### config.mk
export PLATFORM = sky130hd
export DESIGN_NAME = mem_arbiter
export DESIGN_NICKNAME = d
export VERILOG_FILES = /design/src/rtl/mem_arbiter_pkg.sv /design/src/rtl/mem_arbiter_pick.sv /design/src/rtl/mem_arbiter.sv
export SDC_FILE = /design/constraint.sdc
export NUM_CORES = 1
export LEC_CHECK = 0
export BUFFER_PORTS_ARGS = -buffer_cell sky130_fd_sc_hd__buf_2
export CAP_MARGIN = 10
export CORE_UTILIZATION = 40
export CTS_CLUSTER_SIZE = 20
export DETAILED_ROUTE_END_ITERATION = 6
export PLACE_DENSITY = 0.73
export SETUP_SLACK_MARGIN = 0.1
export SLEW_MARGIN = 40
export SYNTH_ARGS = -nofsm -noshare
export SYNTH_HDL_FRONTEND = slang
export SYNTH_HIERARCHICAL = 1
export SYNTH_SLANG_ARGS = --single-unit
### constraint.sdc
create_clock -name CLK -period 2.27 [get_ports CLK]
set_input_delay 0.5675 -clock CLK [delete_from_list [all_inputs] [get_ports CLK]]
set_output_delay 0.5675 -clock CLK [all_outputs]
set_load 0.01 [all_outputs]
### src/rtl/mem_arbiter_pkg.sv
// Shared definitions for the instruction/data memory arbiter.
// State codes, the fetch command encoding and request-enable bit positions.
package mem_arbiter_pkg;

    typedef enum logic [1:0] {
        IDLE    = 2'd0,
        SERVE_I = 2'd1,
        SERVE_D = 2'd2
    } arb_state_t;

    localparam logic [3:0] IF_READ_CODE = 4'b1010;
    localparam int         READ_EN_BIT  = 3;
    localparam int         WRITE_EN_BIT = 2;

    // Increment that sticks at the limit instead of wrapping.
    function automatic logic [3:0] sat_inc4(input logic [3:0] cnt, input logic [3:0] limit);
        return (cnt >= limit) ? cnt : cnt + 4'd1;
    endfunction

endpackage

### src/rtl/mem_arbiter_pick.sv
// Combinational winner select for the memory arbiter.
// MEM_ARB_RR_EN selects alternating grants; otherwise data wins unless IF is starved.
import mem_arbiter_pkg::*;

module mem_arb_pick (
    input  logic if_req,
    input  logic d_req,
    input  logic starve_full,
    input  logic rr_last,
    output logic grant_i,
    output logic grant_d
);

    logic unused_s;

`ifdef MEM_ARB_RR_EN
    assign unused_s = starve_full;

    // On a collision the port that did not win last time goes first.
    always_comb begin
        grant_i = 1'b0;
        grant_d = 1'b0;
        if (if_req && d_req) begin
            grant_i = rr_last;
            grant_d = ~rr_last;
        end else begin
            grant_i = if_req;
            grant_d = d_req;
        end
    end
`else
    assign unused_s = rr_last;

    // Data has priority; a saturated starvation count hands the collision to IF.
    always_comb begin
        grant_i = 1'b0;
        grant_d = 1'b0;
        if (if_req && d_req) begin
            grant_i = starve_full;
            grant_d = ~starve_full;
        end else begin
            grant_i = if_req;
            grant_d = d_req;
        end
    end
`endif

endmodule

### src/rtl/mem_arbiter.sv
// Shares one single-port memory between the fetch and data ports of the core.
// Define MEM_ARB_RR_EN for alternating grants instead of data priority with starvation override.
import mem_arbiter_pkg::*;

module mem_arbiter #(
    parameter int STARVE_LIMIT = 4
) (
    input  logic        CLK,
    input  logic        RESET,
    input  logic        IF_READ,
    input  logic [31:0] IF_ADDR,
    output logic [31:0] IF_READDATA,
    output logic        IF_BUSYWAIT,
    input  logic [3:0]  D_READ,
    input  logic [2:0]  D_WRITE,
    input  logic [31:0] D_ADDR,
    input  logic [31:0] D_WRITEDATA,
    output logic [31:0] D_READDATA,
    output logic        D_BUSYWAIT,
    output logic [3:0]  MEM_READ,
    output logic [2:0]  MEM_WRITE,
    output logic [31:0] MEM_ADDR,
    output logic [31:0] MEM_WRITEDATA,
    input  logic [31:0] MEM_READDATA,
    input  logic        MEM_BUSYWAIT
);

    arb_state_t  state_r;
    logic [3:0]  starve_cnt_r;
    logic        rr_last_r;
    logic [31:0] if_rdata_r;
    logic [31:0] d_rdata_r;

    logic if_req_s;
    logic d_req_s;
    logic d_is_write_s;
    logic starve_full_s;
    logic grant_i_s;
    logic grant_d_s;
    logic complete_i_s;
    logic complete_d_s;

    assign if_req_s      = IF_READ;
    assign d_is_write_s  = D_WRITE[WRITE_EN_BIT];
    assign d_req_s       = D_READ[READ_EN_BIT] | d_is_write_s;
    assign starve_full_s = (starve_cnt_r == 4'(STARVE_LIMIT));
    assign complete_i_s  = (state_r == SERVE_I) & ~MEM_BUSYWAIT;
    assign complete_d_s  = (state_r == SERVE_D) & ~MEM_BUSYWAIT;

    // Busywait drops only in the completion cycle of the port being served.
    assign IF_BUSYWAIT = ~RESET & if_req_s & ~complete_i_s;
    assign D_BUSYWAIT  = ~RESET & d_req_s & ~complete_d_s;
    assign IF_READDATA = complete_i_s ? MEM_READDATA : if_rdata_r;
    assign D_READDATA  = complete_d_s ? MEM_READDATA : d_rdata_r;

    mem_arb_pick u_pick (
        .if_req      (if_req_s),
        .d_req       (d_req_s),
        .starve_full (starve_full_s),
        .rr_last     (rr_last_r),
        .grant_i     (grant_i_s),
        .grant_d     (grant_d_s)
    );

    // Grant/serve FSM with registered memory command and starvation bookkeeping.
    always_ff @(posedge CLK) begin
        if (RESET) begin
            state_r       <= IDLE;
            MEM_READ      <= 4'd0;
            MEM_WRITE     <= 3'd0;
            MEM_ADDR      <= 32'd0;
            MEM_WRITEDATA <= 32'd0;
            starve_cnt_r  <= 4'd0;
            rr_last_r     <= 1'b0;
            if_rdata_r    <= 32'd0;
            d_rdata_r     <= 32'd0;
        end else begin
            case (state_r)
                IDLE: begin
                    if (grant_d_s) begin
                        MEM_READ      <= d_is_write_s ? 4'd0 : D_READ;
                        MEM_WRITE     <= d_is_write_s ? D_WRITE : 3'd0;
                        MEM_ADDR      <= D_ADDR;
                        MEM_WRITEDATA <= D_WRITEDATA;
                        rr_last_r     <= 1'b1;
                        state_r       <= SERVE_D;
`ifdef MEM_ARB_RR_EN
                        starve_cnt_r  <= 4'd0;
`else
                        starve_cnt_r  <= if_req_s ? sat_inc4(starve_cnt_r, 4'(STARVE_LIMIT)) : 4'd0;
`endif
                    end else if (grant_i_s) begin
                        MEM_READ      <= IF_READ_CODE;
                        MEM_WRITE     <= 3'd0;
                        MEM_ADDR      <= IF_ADDR;
                        rr_last_r     <= 1'b0;
                        starve_cnt_r  <= 4'd0;
                        state_r       <= SERVE_I;
                    end else begin
                        starve_cnt_r  <= 4'd0;
                    end
                end
                SERVE_I: begin
                    if (!MEM_BUSYWAIT) begin
                        MEM_READ   <= 4'd0;
                        MEM_WRITE  <= 3'd0;
                        if_rdata_r <= MEM_READDATA;
                        state_r    <= IDLE;
                    end
                end
                SERVE_D: begin
                    if (!MEM_BUSYWAIT) begin
                        MEM_READ  <= 4'd0;
                        MEM_WRITE <= 3'd0;
                        d_rdata_r <= MEM_READDATA;
                        state_r   <= IDLE;
                    end
                end
                default: begin
                    MEM_READ  <= 4'd0;
                    MEM_WRITE <= 3'd0;
                    state_r   <= IDLE;
                end
            endcase
        end
    end

endmodule
==> metrics.txt, run 1 <==
Final period util 1.07; Ys Warns 6; Final Util 0.580; die width 124 microns; CTS Buffer Depth 2; final setup vio count 65; PwrDens 795 mW/mm^2; Syn Inst Count 562; grt ovf 0; total vias in the final route 4,866; CTS Hold Bufs 0; Clock Latency Late Sink 0.41 ns; most frequent cells in the layout buf_2, dfxtp_1, nand2_1; first-pass GRT wire length 22.0 mm; H-tree depth 4; Placed Area 0.00746 sq mm; largest net degree at the start of global routing 59; initial drt markers 191; Psw 1.71 mW; CTS sink cnt 141; status complete, but fails checks; CP Data Arrival Time 1.87 ns; switching part of the total 0.257; GRT Total Usage 0.187; Fillers 1,254; initial antenna violation count 0; max_slew headroom 0.716; Max-Cap Viols 0; TNS Setup -7.37 ns; dpl ws 0.0768 ns; Port Buffer Count 275; startpoint type of the worst setup path flip-flop; Worst Path Required 1.70 ns; most common cell after layout, fill and taps aside buf_2; Leak Pwr 4.28 nW; Pwr Total 6.68 mW; clk_skew 0.00661 ns; Hold Crit Class input port to flip-flop; Hold Violations, Final 0; Internal 4.97 mW; CTS Buf Count 17; DIE HEIGHT 124 microns; Starting Density 0.408; Setup crit end kind output port; row count 44; placer's final routability congestion estimate 0.751; drt total wl 14.3 mm; Logic pwr share 0.174; DIE AREA 0.0153 sq mm; clk root buf clkbuf_16; violated checks negative setup slack; share of cells above drive strength 1 0.475; VDD IR-drop max 0.000418 V; Post-layout nets 982; fin area 0.00840 sq mm; routed length per placed instance 13.8 microns; Final Worst Setup Slack -0.167 ns; placed wire-length estimate 9.77 mm; Clock transition at path regs 0.06 ns; Ports 276; Syn Area/Cell 10.5 sq um; minimum clock period 2.44 ns; core area 0.0145 sq mm; kind of critical path flip-flop to output port; CTS tree built; drt drc 0; vias in the first global route 4,549; Flop pwr share 0.408; via/cell ratio 4.70; clock power share 0.419; Slew @ Worst Pin 0.426 ns; syn_nets 706; DRT antenna net count 0; area grow syn2layout 42.0%; # diodes 0; CP Max Fanout 7; DR pass1 iterations 4; f_max 0.410 GHz; unrepaired setup endpoints after global routing true; Max Slew Vio Count 0; area of the mapped netlist 0.00591 sq mm
-- worst paths after layout --
kind,startpoint,endpoint,slack (ns),cells past startpoint
max,state_r[0]$_SDFFE_PP0P_,D_READDATA[12],-0.17,7
min,D_WRITE[1],MEM_WRITE[1]$_SDFFE_PP0P_,0.37,2
max reg2reg,starve_cnt_r[0]$_SDFFE_PP0P_,starve_cnt_r[0]$_SDFFE_PP0P_,0.26,8
min reg2reg,MEM_WRITEDATA[25]$_SDFFE_PP0P_,MEM_WRITEDATA[25]$_SDFFE_PP0P_,0.45,2
-- worst max-delay path: stages, from the launching register on --
cell and delay [ns]:
dfxtp_4 0.36, inv_4 0.06, ha_4 0.11, nor2b_4 0.20, buf_12 0.15, buf_16 0.13
mux2_4 0.31, buf_6 0.12
-- per-layer routing --
| metal | vias to the layer above | wire length (microns) | track usage | part of all wire |
|---|---|---|---|---|
| li1 | 2484 | - | - | - |
| met1 | 2189 | 6190 | 0.219 | 0.43 |
| met2 | 176 | 6990 | 0.322 | 0.49 |
| met3 | 17 | 909 | 0.0513 | 0.064 |
| met4 | 0 | 199 | 0.0776 | 0.014 |
| met5 | - | 0 | 0 | 0 |
-- registers in the layout (all words and copies together) (netlist names) --
register and flops:
d_rdata_r 32, MEM_WRITEDATA 32, MEM_READ 4, MEM_WRITE 3, starve_cnt_r 4, state_r 2, if_rdata_r 32, MEM_ADDR 32
-- per-stage QoR --
step | hold slack [ns] | std cells
3_5_place_dp | 0.445 | 995
4_1_cts | 0.344 | 1033
3_3_place_gp | 0.439 | 995
6_report | 0.366 | 1035
2_1_floorplan | 0.446 | 562
5_1_grt | 0.351 | 1035
-- timing repair --
| item | 4_1_cts | 5_1_grt |
|---|---|---|
| gates resized for setup | 39 | 6 |
| pin swaps | 0 | 1 |
| setup endpoints to repair | 66 | 66 |
| cloned | 3 | 0 |
| buffers inserted | 3 | 2 |
-- layout make-up --
| cell class | instances | area (sq um) | share of cell area |
|---|---|---|---|
| Inverter | 8 | 32.5 | 0.00387 |
| Timing Repair Buffer | 298 | 1840 | 0.219 |
| Multi-Input combinational cell | 372 | 2860 | 0.341 |
| Clock buffer | 19 | 433 | 0.0516 |
| Tap cell | 184 | 230 | 0.0274 |
| Clock inverter | 13 | 166 | 0.0198 |
| Sequential cell | 141 | 2830 | 0.337 |
-- power groups by stage --
stage                     Combinational (mW)  Clock, mW  Sequential (mW)
after floorplan                        0.569          0             2.84
after CTS                               1.17       2.87             2.72
after detailed placement                1.06          0             2.77
after global placement                  1.06          0             2.77
final                                   1.16       2.80             2.72
after global routing                    1.28       2.99             2.74
No activity file was read; power rests on OpenSTA's default activity.
==> inputs of run 2 (changes only) <==
SETUP_SLACK_MARGIN = not set   (was 0.1)
==> run 2 against run 1 <==
  * The flow still finishes with violations (negative setup slack)
  * Sequential power about the same
  * Worst hold slack did not move
  * Core utilization did not move
  * Clock skew unchanged
  * Die area unchanged
  * Clock power about the same
  * First-iteration DRC count decreased by 0.52%
  * Critical path type unchanged
==> metrics.txt, run 2 (synthesized netlist as in run 1, its figures left out) <==
status complete, but fails checks; violated checks negative setup slack; CTS Buffer Depth 2 (unchanged); slowest CP cell dfxtp_4; placed cell count 995 (unchanged); CTS sink cnt 141 (unchanged); Post-layout nets 982 (unchanged); most frequent cells in the layout buf_2, dfxtp_1, nand2_1; row count 44 (unchanged); Max-Cap Viols 0 (unchanged); Worst Path Required 1.70 ns (about the same); drt total wl 14.3 mm (about the same); kind of critical path flip-flop to output port; clk root buf clkbuf_16; die width 124 microns (unchanged); hold endpoint MEM_WRITE[1]$_SDFFE_PP0P_; Crit path largest cell delay 0.36 ns (about the same); Final period util 1.07 (about the same); Max Slew Vio Count 0 (unchanged); TNS Setup -7.37 ns (+0.00358 ns); initial drt markers 190 (-0.52%); Starting Density 0.408 (unchanged); unrepaired setup endpoints after global routing true; Setup crit end kind output port; fin area 0.00840 sq mm (unchanged); share of cells above drive strength 1 0.475 (unchanged); Clock transition at path regs 0.06 ns (about the same); Hold Violations, Final 0 (unchanged); worst-path cell chain inv_4, ha_4, nor2b_4, buf_12, buf_16, mux2_4, buf_6; f_max 0.410 GHz (about the same); Slew @ Worst Pin 0.426 ns (unchanged); startpoint type of the worst setup path flip-flop; clk_skew 0.00661 ns (unchanged); core area 0.0145 sq mm (unchanged); Ports 276 (unchanged); GRT Total Usage 0.187 (unchanged); total vias in the final route 4,866 (unchanged); via/cell ratio 4.70 (unchanged); Non-Filler Instances 1,035 (unchanged); CP Data Arrival Time 1.87 ns (about the same); drt drc 0 (unchanged); most common cell after layout, fill and taps aside buf_2; max_slew headroom 0.716 (unchanged); DR pass1 iterations 4 (unchanged); reg-to-reg slack, setup 0.26 ns (about the same); Clock Latency Late Sink 0.41 ns (about the same); largest net degree at the start of global routing 59 (unchanged); grt ovf 0 (unchanged); routed length per placed instance 13.8 microns (about the same); final setup vio count 65 (unchanged); H-tree depth 4 (unchanged); R2R depth 8 (unchanged); R2R Path End starve_cnt_r[0]$_SDFFE_PP0P_; placed wire-length estimate 9.77 mm (unchanged); DIE AREA 0.0153 sq mm (unchanged); Worst path top cell family by delay buffers and inverters; DIE HEIGHT 124 microns (unchanged); VDD IR-drop max 0.000418 V (about the same); Placed Area 0.00746 sq mm (unchanged); CP Max Fanout 7 (unchanged); Final Util 0.580 (unchanged); placer's final routability congestion estimate 0.751 (unchanged); area grow syn2layout 42.0% (unchanged); CTS Buf Count 17 (unchanged); vias in the first global route 4,549 (unchanged); CP bufs+invs 4 (unchanged); # diodes 0 (unchanged); Hold Crit Class input port to flip-flop; CTS tree built; DRT antenna net count 0 (unchanged); RR Startpoint starve_cnt_r[0]$_SDFFE_PP0P_; hold path cells 2 (unchanged); Worst Min Path Start D_WRITE[1]; first-pass GRT wire length 22.0 mm (unchanged); Final Worst Setup Slack -0.167 ns (-0.00000500 ns); initial antenna violation count 0 (unchanged); minimum clock period 2.44 ns (+0.00000500 ns); Port Buffer Count 275 (unchanged); PwrDens 795 mW/mm^2 (about the same); Leak Pwr 4.28 nW (unchanged); hold slack 0.366 ns (unchanged)
run 2: cell counts in the layout (fill, tap and decap cells not counted):
Identical to the previous run, type by type.
run 2: cell type report:
cell class / instances / area [sq um]
tap: 184 / 230
clock buffer: 19 / 433
fill: 1254 / 6080
timing repair buffer: 298 / 1840
clock inverter: 13 / 166
inverter: 8 / 32.5
sequential: 141 / 2830
multi-input combinational: 372 / 2860
run 2: layer usage:
| layer | up-vias | global-route usage | routed length (microns) |
|---|---|---|---|
| li1 | 2484 | - | - |
| met1 | 2191 | 0.219 | 6200 |
| met2 | 174 | 0.322 | 6990 |
| met3 | 17 | 0.0513 | 903 |
| met4 | 0 | 0.0776 | 199 |
| met5 | - | 0 | 0 |
run 2: worst max path at each step:
stage	start	end	slack [ns]	depth (start not counted)
after floorplan	MEM_BUSYWAIT	D_READDATA[11]	0.35	4
after global placement	MEM_BUSYWAIT	IF_READDATA[27]	0.08	5
after detailed placement	MEM_BUSYWAIT	IF_READDATA[24]	0.08	5
after CTS	state_r[0]$_SDFFE_PP0P_	D_READDATA[8]	-0.20	7
after global routing	state_r[0]$_SDFFE_PP0P_	D_READDATA[31]	-0.23	7
final	state_r[0]$_SDFFE_PP0P_	D_READDATA[12]	-0.17	7
run 2: through the flow:
step | total power [mW] | setup slack (ns)
3_3_place_gp | 3.82 | 0.0798
6_report | 6.68 | -0.167
5_1_grt | 7.01 | -0.226
4_1_cts | 6.77 | -0.196
2_1_floorplan | 3.41 | 0.351
3_5_place_dp | 3.84 | 0.0768
run 2: where the power goes:
group	switching [mW]	total [mW]	internal, mW
logic	0.579	1.16	0.581
registers	0.0744	2.72	2.65
clock network	1.06	2.80	1.74
run 2: what timing repair did:
| action | in CTS | in global routing |
|---|---|---|
| endpoints found under the setup margin | 66 | 66 |
| hold buffers | 0 | 0 |
| cloned | 3 | 0 |
| resized for setup | 39 | 6 |
| pin swaps | 0 | 1 |
| setup buffers | 3 | 2 |
==> inputs of run 3 (changes only) <==
CTS_BUF_LIST = sky130_fd_sc_hd__clkbuf_8 sky130_fd_sc_hd__clkbuf_16   (was not set)
==> run 3 against run 2 <==
  * The flow still finishes with violations (negative setup slack)
  * Cell count unchanged
  * Largest cell class unchanged
  * Critical path depth unchanged
  * Clock skew unchanged
  * Clock-buffer cell count down 2
==> metrics.txt, run 3 (synthesized netlist as in run 1, its figures left out) <==
Clock transition at path regs 0.06 ns (about the same); via/cell ratio 4.71 (about the same); Hold Violations, Final 0 (unchanged); share of cells above drive strength 1 0.475 (unchanged); Post-layout nets 982 (unchanged); CTS Buf Count 17 (unchanged); startpoint type of the worst setup path flip-flop; Leak Pwr 4.29 nW (+0.19%); placed cell count 995 (unchanged); Hold Crit Class input port to flip-flop; clk root buf clkbuf_16; unrepaired setup endpoints after global routing true; CTS Buffer Depth 2 (unchanged); Pwr Total 6.67 mW (-0.13%); total vias in the final route 4,870 (+0.082%); most common cell after layout, fill and taps aside buf_2; f_max 0.410 GHz (about the same); Worst Path Required 1.70 ns (about the same); R2R depth 8 (unchanged); # diodes 0 (unchanged); CTS Hold Bufs 0 (unchanged); CTS sink cnt 141 (unchanged); CP startpoint state_r[0]$_SDFFE_PP0P_; CP Max Fanout 7 (unchanged); Max Slew Vio Count 0 (unchanged); die width 124 microns (unchanged); core area 0.0145 sq mm (unchanged); DIE AREA 0.0153 sq mm (unchanged); worst-path cell chain inv_4, ha_4, nor2b_4, buf_12, buf_16, mux2_4, buf_6; minimum clock period 2.44 ns (+0.000282 ns); DRT antenna net count 0 (unchanged); Clock Latency Late Sink 0.41 ns (about the same); area grow syn2layout 42.0% (unchanged); grt ovf 0 (unchanged); routed length per placed instance 13.8 microns (about the same); max_slew headroom 0.716 (about the same); Placed Area 0.00746 sq mm (unchanged); Max-Cap Viols 0 (unchanged); Ports 276 (unchanged); Setup crit end kind output port; CP endpoint D_READDATA[12]; CTS tree built; drt total wl 14.3 mm (about the same); slowest CP cell dfxtp_4; RR Startpoint starve_cnt_r[0]$_SDFFE_PP0P_; final setup vio count 65 (unchanged); placer's final routability congestion estimate 0.751 (unchanged); clk_skew 0.00661 ns (unchanged); kind of critical path flip-flop to output port; vias in the first global route 4,549 (unchanged); placed wire-length estimate 9.77 mm (unchanged); Starting Density 0.408 (unchanged); H-tree depth 4 (unchanged); Port Buffer Count 275 (unchanged); reg-to-reg slack, setup 0.26 ns (about the same); DIE HEIGHT 124 microns (unchanged); R2R Path End starve_cnt_r[0]$_SDFFE_PP0P_; PwrDens 794 mW/mm^2 (-0.13%); first-pass GRT wire length 22.0 mm (unchanged); VDD IR-drop max 0.000418 V (about the same); Non-Filler Instances 1,035 (unchanged); status complete, but fails checks; Final period util 1.07 (about the same); Final Worst Setup Slack -0.168 ns (-0.000282 ns); initial antenna violation count 0 (unchanged); largest net degree at the start of global routing 59 (unchanged); most frequent cells in the layout buf_2, dfxtp_1, nand2_1; Crit path largest cell delay 0.36 ns (about the same); violated checks negative setup slack; drt drc 0 (unchanged); GRT Total Usage 0.187 (unchanged); Slew @ Worst Pin 0.426 ns (+0.000317 ns); fin area 0.00840 sq mm (unchanged); CP Data Arrival Time 1.87 ns (about the same); initial drt markers 190 (unchanged); Fillers 1,254 (unchanged); DR pass1 iterations 4 (unchanged); row count 44 (unchanged)
[run 3: changes by cell type in the layout (fill, tap and decap cells not counted), sizes merged]
cell	change
clkbuf	-2
inv	+2
[run 3: timing repair]
action / in CTS / in global routing
cloned: 3 / 0
resized for setup: 39 / 6
pin swaps: 0 / 1
buffers inserted: 3 / 2
endpoints found under the setup margin: 66 / 66
[run 3: worst min-delay path by stage]
stage                                    from                              to  cells after the start
2_1_floorplan    starve_cnt_r[0]$_SDFFE_PP0P_    starve_cnt_r[0]$_SDFFE_PP0P_                      1
3_3_place_gp   MEM_WRITEDATA[15]$_SDFFE_PP0P_  MEM_WRITEDATA[15]$_SDFFE_PP0P_                      2
3_5_place_dp   MEM_WRITEDATA[31]$_SDFFE_PP0P_  MEM_WRITEDATA[31]$_SDFFE_PP0P_                      2
4_1_cts                            D_WRITE[1]       MEM_WRITE[1]$_SDFFE_PP0P_                      2
5_1_grt                            D_WRITE[1]       MEM_WRITE[1]$_SDFFE_PP0P_                      2
6_report                           D_WRITE[1]       MEM_WRITE[1]$_SDFFE_PP0P_                      2
[run 3: cell type report]
class / count / area (sq um) / area share
clock buffers: 17 / 425 / 0.0507
multi-input cells: 372 / 2860 / 0.341
inverters: 8 / 32.5 / 0.00387
clock inverters: 15 / 174 / 0.0207
repair buffers: 298 / 1840 / 0.219
flip-flops and latches: 141 / 2830 / 0.337
well taps: 184 / 230 / 0.0274
[run 3: power breakdown]
| group | switching (mW) | internal, mW | leakage, nW | total, mW |
|---|---|---|---|---|
| registers | 0.0743 | 2.65 | 1.16 | 2.72 |
| logic | 0.579 | 0.581 | 2.84 | 1.16 |
| clock network | 1.06 | 1.73 | 0.298 | 2.79 |
[run 3: worst max-delay path: cells and delay by family, from the launching register on]
kind                     cells  cell delay [ns]
multiplexers                 1             0.31
adder cells (fa/ha/maj)      1             0.11
AND/OR/NAND/NOR              1             0.20
buffers and inverters        4             0.46
flip-flops                   1             0.36
[run 3: metal layers]
metal / GRT usage / up-vias / share of wire
li1: - / 2485 / -
met1: 0.219 / 2194 / 0.43
met2: 0.322 / 174 / 0.49
met3: 0.0513 / 17 / 0.063
met4: 0.0776 / 0 / 0.014
met5: 0 / - / 0
[run 3: through the flow]
stage	TNS (ns)	utilization	worst slack [ns]	hold WS (ns)
2_1_floorplan	0	-	0.351	0.446
6_report	-7.37	0.580	-0.168	0.366
5_1_grt	-11.95	0.580	-0.226	0.351
3_5_place_dp	0	0.516	0.0768	0.445
4_1_cts	-7.71	0.577	-0.196	0.344
3_3_place_gp	0	0.516	0.0798	0.439
